--- src/rtl/mod_imm_gen.sv ---
// Immediate extender (zero/sign/upper/branch) feeding a 2-entry in-order skid buffer.
// Latency: 1 cycle from acceptance to out_valid; 1 item/cycle sustained.
// Backpressure: in_ready = (count != 2), driven from registered state only.
module mod_imm_gen #(
    parameter int IMM_W = 16,
    parameter int OUT_W = 32,
    parameter int TAG_W = 5
) (
    input  logic             clk,
    input  logic             rst,
    input  logic             flush,
    input  logic             in_valid,
    output logic             in_ready,
    input  logic [IMM_W-1:0] in_imm,
    input  logic [1:0]       in_mode,
    input  logic [TAG_W-1:0] in_tag,
    output logic             out_valid,
    input  logic             out_ready,
    output logic [OUT_W-1:0] out_imm,
    output logic [TAG_W-1:0] out_tag,
    output logic [1:0]       count
);

    localparam int PAD_W = OUT_W - IMM_W;

    generate
        if (IMM_W < 1 || IMM_W > OUT_W - 2) begin : g_bad_param
            $error("mod_imm_gen: IMM_W must satisfy 1 <= IMM_W <= OUT_W-2");
        end
    endgenerate

    logic [OUT_W-1:0] slot0_imm_q, slot0_imm_d;
    logic [OUT_W-1:0] slot1_imm_q, slot1_imm_d;
    logic [TAG_W-1:0] slot0_tag_q, slot0_tag_d;
    logic [TAG_W-1:0] slot1_tag_q, slot1_tag_d;
    logic [1:0]       count_q, count_d;

    logic [OUT_W-1:0] sign_ext;
    logic [OUT_W-1:0] new_imm;
    logic             push;
    logic             pop;

    always_comb begin
        sign_ext = {{PAD_W{in_imm[IMM_W-1]}}, in_imm};
        new_imm  = '0;
        unique case (in_mode)
            2'd0: new_imm = {{PAD_W{1'b0}}, in_imm};
            2'd1: new_imm = sign_ext;
            2'd2: new_imm = {in_imm, {PAD_W{1'b0}}};
            2'd3: new_imm = {sign_ext[OUT_W-3:0], 2'b00};
            default: new_imm = '0;
        endcase
    end

    assign in_ready  = (count_q != 2'd2);
    assign out_valid = (count_q != 2'd0);
    assign out_imm   = slot0_imm_q;
    assign out_tag   = slot0_tag_q;
    assign count     = count_q;

    assign push = in_valid && in_ready && !flush;
    assign pop  = out_valid && out_ready && !flush;

    // slot0 is always the head; slot1 only ever holds the second-oldest entry.
    always_comb begin
        slot0_imm_d = slot0_imm_q;
        slot0_tag_d = slot0_tag_q;
        slot1_imm_d = slot1_imm_q;
        slot1_tag_d = slot1_tag_q;
        count_d     = count_q;
        if (flush) begin
            count_d = 2'd0;
        end else begin
            unique case ({push, pop})
                2'b10: begin
                    if (count_q == 2'd0) begin
                        slot0_imm_d = new_imm;
                        slot0_tag_d = in_tag;
                    end else begin
                        slot1_imm_d = new_imm;
                        slot1_tag_d = in_tag;
                    end
                    count_d = count_q + 2'd1;
                end
                2'b01: begin
                    slot0_imm_d = slot1_imm_q;
                    slot0_tag_d = slot1_tag_q;
                    count_d     = count_q - 2'd1;
                end
                2'b11: begin
                    // Only reachable at count 1: the new entry becomes the head.
                    slot0_imm_d = new_imm;
                    slot0_tag_d = in_tag;
                end
                default: ;
            endcase
        end
    end

    always_ff @(posedge clk) begin
        if (rst) begin
            slot0_imm_q <= '0;
            slot0_tag_q <= '0;
            slot1_imm_q <= '0;
            slot1_tag_q <= '0;
            count_q     <= 2'd0;
        end else begin
            slot0_imm_q <= slot0_imm_d;
            slot0_tag_q <= slot0_tag_d;
            slot1_imm_q <= slot1_imm_d;
            slot1_tag_q <= slot1_tag_d;
            count_q     <= count_d;
        end
    end

endmodule

--- config.mk ---
export PLATFORM = sky130hd
export DESIGN_NAME = mod_imm_gen
export DESIGN_NICKNAME = d
export VERILOG_FILES = /design/src/rtl/mod_imm_gen.sv
export SDC_FILE = /design/constraint.sdc
export NUM_CORES = 1
export LEC_CHECK = 0
export CAP_MARGIN = 25
export CORE_MARGIN = 3
export CORE_UTILIZATION = 36
export CTS_CLUSTER_DIAMETER = 80
export DETAILED_ROUTE_END_ITERATION = 10
export DONT_BUFFER_PORTS = 1
export PLACE_DENSITY = 0.55
export SETUP_SLACK_MARGIN = 0.4
export SYNTH_ARGS = -nofsm -noshare
export SYNTH_HDL_FRONTEND = slang
export SYNTH_SLANG_ARGS = --single-unit
export TNS_END_PERCENT = 50
--- constraint.sdc ---
create_clock -name clk -period 2.5 [get_ports clk]
set_clock_uncertainty 0.15 [all_clocks]
set_input_delay 0.5 -clock clk [delete_from_list [all_inputs] [get_ports clk]]
set_output_delay 0.5 -clock clk [all_outputs]
set_load 0.005 [all_outputs]
==> impl_metrics.prom <==
# TYPE chip_impl_metric gauge
chip_impl_metric{name="max_slew_violations",unit=""} 0
chip_impl_metric{name="worst_path_largest_cell_delay",unit="ps"} 400
chip_impl_info{name="setup_repair_after_global_routing_missed_its_margin",value="true"} 1
chip_impl_metric{name="clkPwrFrac",unit="%"} 39.8
chip_impl_metric{name="detailedRoute.firstIterationViolations",unit=""} 300
chip_impl_info{name="hold_path.class",value="in -> reg"} 1
chip_impl_metric{name="setup_total_negative_slack",unit="ps"} 0
chip_impl_metric{name="place.detailed.instances",unit=""} 488
chip_impl_metric{name="grt_pass1_vias",unit=""} 2950
chip_impl_metric{name="synth_area_per_cell",unit="µm²"} 9.62
chip_impl_metric{name="postLayoutCellArea",unit="mm²"} 0.00421
chip_impl_metric{name="timing.fmax",unit="MHz"} 495
chip_impl_metric{name="post_synth_edffs",unit=""} 0
chip_impl_info{name="timing.hold.worst.start",value="rst"} 1
chip_impl_metric{name="layout_min_cycle_time",unit="ps"} 2020
chip_impl_metric{name="power_switching",unit="mW"} 0.622
chip_impl_metric{name="first_pass_iters",unit=""} 5
chip_impl_metric{name="multi_input_comb_area",unit="mm²"} 0.00200
chip_impl_info{name="cts-root-buf",value="sky130_fd_sc_hd__clkbuf_8"} 1
chip_impl_metric{name="rr_worst_depth",unit=""} 7
chip_impl_metric{name="setup_viol",unit=""} 0
chip_impl_metric{name="post-dp-hpwl",unit="µm"} 6270
chip_impl_metric{name="grt_pass1_wl",unit="µm"} 16700
chip_impl_metric{name="drcViolationCount",unit=""} 0
chip_impl_metric{name="fraction_of_layout_cells_with_a_size_suffix_above_1",unit="%"} 17.2
chip_impl_metric{name="grt_usage",unit="%"} 18.3
chip_impl_metric{name="filler_cell_count",unit=""} 1006
chip_impl_metric{name="met2RoutedLength",unit="µm"} 5080
chip_impl_info{name="ordered_cell_list_for_the_critical_path",value="o21ba_4 > nand2_4 > ha_4 > o21ai_4 > and3b_2 > clkbuf_16 > a32o_1"} 1
chip_impl_info{name="outcome",value="finished, final reports clean"} 1
chip_impl_metric{name="path_max_fanout",unit=""} 8
chip_impl_info{name="post-synth-top-area-cell",value="sky130_fd_sc_hd__dfxtp_1"} 1
chip_impl_metric{name="wirelength",unit="µm"} 11000
chip_impl_metric{name="number_of_antenna_violations_at_the_first_check_in_global_routing",unit=""} 0
chip_impl_metric{name="power_leakage",unit="nW"} 1.45
chip_impl_info{name="synthMostInstantiatedCell",value="sky130_fd_sc_hd__dfxtp_1"} 1
chip_impl_metric{name="io_buffers",unit=""} 0
chip_impl_metric{name="worstMarginPinSlew",unit="ps"} 532
chip_impl_metric{name="finalNetCount",unit=""} 411
chip_impl_info{name="critical_path.reg2reg.startpoint",value="count[1]$_SDFFE_PP0P_"} 1
chip_impl_metric{name="worst_ep_required_time",unit="ps"} 2590
chip_impl_metric{name="met3RoutedLength",unit="µm"} 757
chip_impl_metric{name="synth_cell_type_count",unit=""} 42
chip_impl_info{name="rr_endpoint",value="out_imm[26]$_SDFFE_PP0P_"} 1
chip_impl_metric{name="gr-total-overflow",unit=""} 0
chip_impl_info{name="start_kind",value="register"} 1
chip_impl_metric{name="pwr-share-comb",unit="%"} 10.5
chip_impl_metric{name="synth_area",unit="mm²"} 0.00375
chip_impl_metric{name="top_level_ports",unit=""} 69
chip_impl_metric{name="row_count",unit=""} 36
chip_impl_metric{name="die_area",unit="mm²"} 0.0117
chip_impl_metric{name="yosysTopAreaCellShare",unit="%"} 40.5
chip_impl_metric{name="power.switching_fraction",unit="%"} 24.5
chip_impl_metric{name="yosys_warnings",unit=""} 0
chip_impl_metric{name="gp_routability_congestion",unit=""} 0.739
chip_impl_metric{name="route.vias.total",unit=""} 3075
chip_impl_metric{name="via_per_inst",unit=""} 5.96
chip_impl_metric{name="max_cap_viol_count",unit=""} 0
chip_impl_metric{name="clk_path_buf_depth",unit=""} 2
chip_impl_metric{name="post-route-period-util",unit="%"} 80.8
chip_impl_info{name="critical_path.slowest_cell",value="sky130_fd_sc_hd__dfxtp_4"} 1
chip_impl_info{name="synth_top_cells_by_count",value="sky130_fd_sc_hd__dfxtp_1, sky130_fd_sc_hd__a21oi_1, sky130_fd_sc_hd__a211oi_1"} 1
chip_impl_info{name="route.top_layer_used",value="met4"} 1
chip_impl_metric{name="regToRegSetupSlack",unit="ps"} 480
chip_impl_metric{name="area_growth_syn_to_layout",unit="%"} 12.2
chip_impl_metric{name="numClockSinks",unit=""} 76
chip_impl_metric{name="core_area",unit="mm²"} 0.00995
chip_impl_metric{name="die_height",unit="µm"} 108
chip_impl_info{name="ys_top_cells_by_area",value="sky130_fd_sc_hd__dfxtp_1, sky130_fd_sc_hd__a21oi_1, sky130_fd_sc_hd__a32o_1"} 1
chip_impl_metric{name="relSlewSlack",unit="%"} 64.5
chip_impl_metric{name="insertion_delay",unit="ps"} 340
chip_impl_metric{name="async_flop_share",unit="%"} 0
chip_impl_metric{name="placed_cell_area",unit="mm²"} 0.00379
chip_impl_metric{name="tritoncts.num_buffers",unit=""} 9
chip_impl_metric{name="sequential_cell_area",unit="mm²"} 0.00153
chip_impl_metric{name="htree_num_levels",unit=""} 3
chip_impl_info{name="cp-endpoint",value="out_imm[26]$_SDFFE_PP0P_"} 1
chip_impl_metric{name="wl_per_cell",unit="µm"} 21.3
chip_impl_metric{name="layoutNonFillerInstCount",unit=""} 516
chip_impl_metric{name="maximum_number_of_pins_on_one_net_before_global_route_repair",unit=""} 51
chip_impl_metric{name="routedLengthMet1",unit="µm"} 4860
chip_impl_metric{name="floorplan.initialDensity",unit="%"} 37.7
chip_impl_metric{name="x_dimension_of_the_die",unit="µm"} 108
chip_impl_metric{name="report.final.hold_viol_count",unit=""} 0
chip_impl_metric{name="synth-seq-cells",unit=""} 76
chip_impl_metric{name="clk_pin_slew_worst_paths",unit="ps"} 80
chip_impl_metric{name="antenna-diode-count",unit=""} 0
chip_impl_metric{name="ir_worst_vdd",unit="µV"} 370
chip_impl_info{name="worstSetupEndpointType",value="register"} 1
chip_impl_metric{name="p_int",unit="mW"} 1.91
chip_impl_info{name="postSynth.topFlopCell",value="sky130_fd_sc_hd__dfxtp_1"} 1
chip_impl_info{name="critical_path.startpoint",value="count[1]$_SDFFE_PP0P_"} 1
chip_impl_metric{name="ant_nets",unit=""} 0
chip_impl_metric{name="critPathArrivalTime",unit="ps"} 2110
chip_impl_metric{name="syn-instance-count",unit=""} 390
chip_impl_metric{name="seq_power_share",unit="%"} 49.7
chip_impl_metric{name="synth.yosys.seq_area_share",unit="%"} 40.5
chip_impl_metric{name="power_density",unit="mW/mm²"} 602
chip_impl_metric{name="mappedNetlistNets",unit=""} 421
chip_impl_info{name="criticalPathCategory",value="reg -> reg"} 1
chip_impl_info{name="tritoncts",value="built"} 1
metal layers:
layer / GRT usage (%) / vias to the layer above
li1: - / 1454
met1: 24.4 / 1491
met5: 0 / -
met4: 6.94 / 0
met3: 5.55 / 17
met2: 28.0 / 113
final cells by class:
type	count	area share, %
Clock buffer	9	2.94
Timing Repair Buffer	23	6.95
Clock inverter	5	1.87
Inverter	4	0.416
Tap cell	133	3.95
Sequential cell	76	36.3
Multi-Input combinational cell	266	47.6
worst min-delay path by stage:
stage                                             end  slack (ps)  cells after the start
after floorplan           slot1_tag_q[0]$_SDFFE_PP0P_         300                      2
after global placement    slot1_tag_q[4]$_SDFFE_PP0P_         300                      2
after detailed placement  slot1_tag_q[2]$_SDFFE_PP0P_         310                      2
after CTS                     out_tag[4]$_SDFFE_PP0P_          40                      1
after global routing          out_tag[4]$_SDFFE_PP0P_          20                      1
final                         out_tag[4]$_SDFFE_PP0P_          60                      1
power by group through the flow:
| stage | Clock [mW] | Sequential [mW] | Combinational (mW) |
|---|---|---|---|
| final | 1.01 | 1.26 | 0.266 |
| after global routing | 1.10 | 1.27 | 0.291 |
| after CTS | 1.03 | 1.26 | 0.245 |
| after floorplan | 0 | 1.28 | 0.232 |
| after global placement | 0 | 1.29 | 0.230 |
| after detailed placement | 0 | 1.29 | 0.232 |
critical path, delay by kind of cell, from the launching register on:
kind	cells	cell delay [ps]
flip-flops	1	400
AO/OA/AOI/OAI	3	610
buffers and inverters	1	200
AND/OR/NAND/NOR	2	400
adder cells (fa/ha/maj)	1	170
per-stage QoR:
step	utilization (%)	worst slack (ps)	hold slack [ps]	power, mW
3_5_place_dp	38.1	81.5	312	1.53
2_1_floorplan	-	332	304	1.52
5_1_grt	42.3	388	24.8	2.65
6_report	42.3	480	56.6	2.54
4_1_cts	40.6	422	41.9	2.54
3_3_place_gp	38.1	163	304	1.52
registers in the layout, summed over array words and instances, names as in the netlist:
signal and flops:
count 2, out_tag 5, slot1_tag_q 5, out_imm 32
slot1_imm_q 32
logic make-up after synthesis:
family,count (synthesis),synth area share (%)
AOI/OAI and AO/OA,187,36.0
buffers and inverters,49,9.04
muxes,6,1.73
adders and majority gates,3,1.00
and+or+nand+nor,67,11.2
DFF,76,40.5
xor gates and xnor gates,2,0.467
placed cells by master (no fill, tap or decap), types with 3 or more instances in the layout:
master / n
sky130_fd_sc_hd__a211o_1: 28
sky130_fd_sc_hd__and2b_1: 4
sky130_fd_sc_hd__nand2b_1: 28
sky130_fd_sc_hd__a32o_1: 29
sky130_fd_sc_hd__clkbuf_8: 9
sky130_fd_sc_hd__buf_12: 4
sky130_fd_sc_hd__nand3_1: 5
sky130_fd_sc_hd__and2_1: 3
sky130_fd_sc_hd__a211oi_2: 7
sky130_fd_sc_hd__mux2i_1: 5
sky130_fd_sc_hd__a21oi_1: 75
sky130_fd_sc_hd__a211oi_1: 31
sky130_fd_sc_hd__ha_4: 3
sky130_fd_sc_hd__buf_4: 13
sky130_fd_sc_hd__nor2b_1: 10
sky130_fd_sc_hd__o21ai_0: 10
sky130_fd_sc_hd__dfxtp_1: 74
what timing repair did:
action / 4_1_cts / 5_1_grt
gates cloned: 1 / 3
resized for setup: 4 / 5
hold buffers: 0 / 0
setup endpoints to repair: 38 / 37
buffers inserted: 2 / 6
pin swaps: 2 / 2
Power figures use the tool's default switching activity.
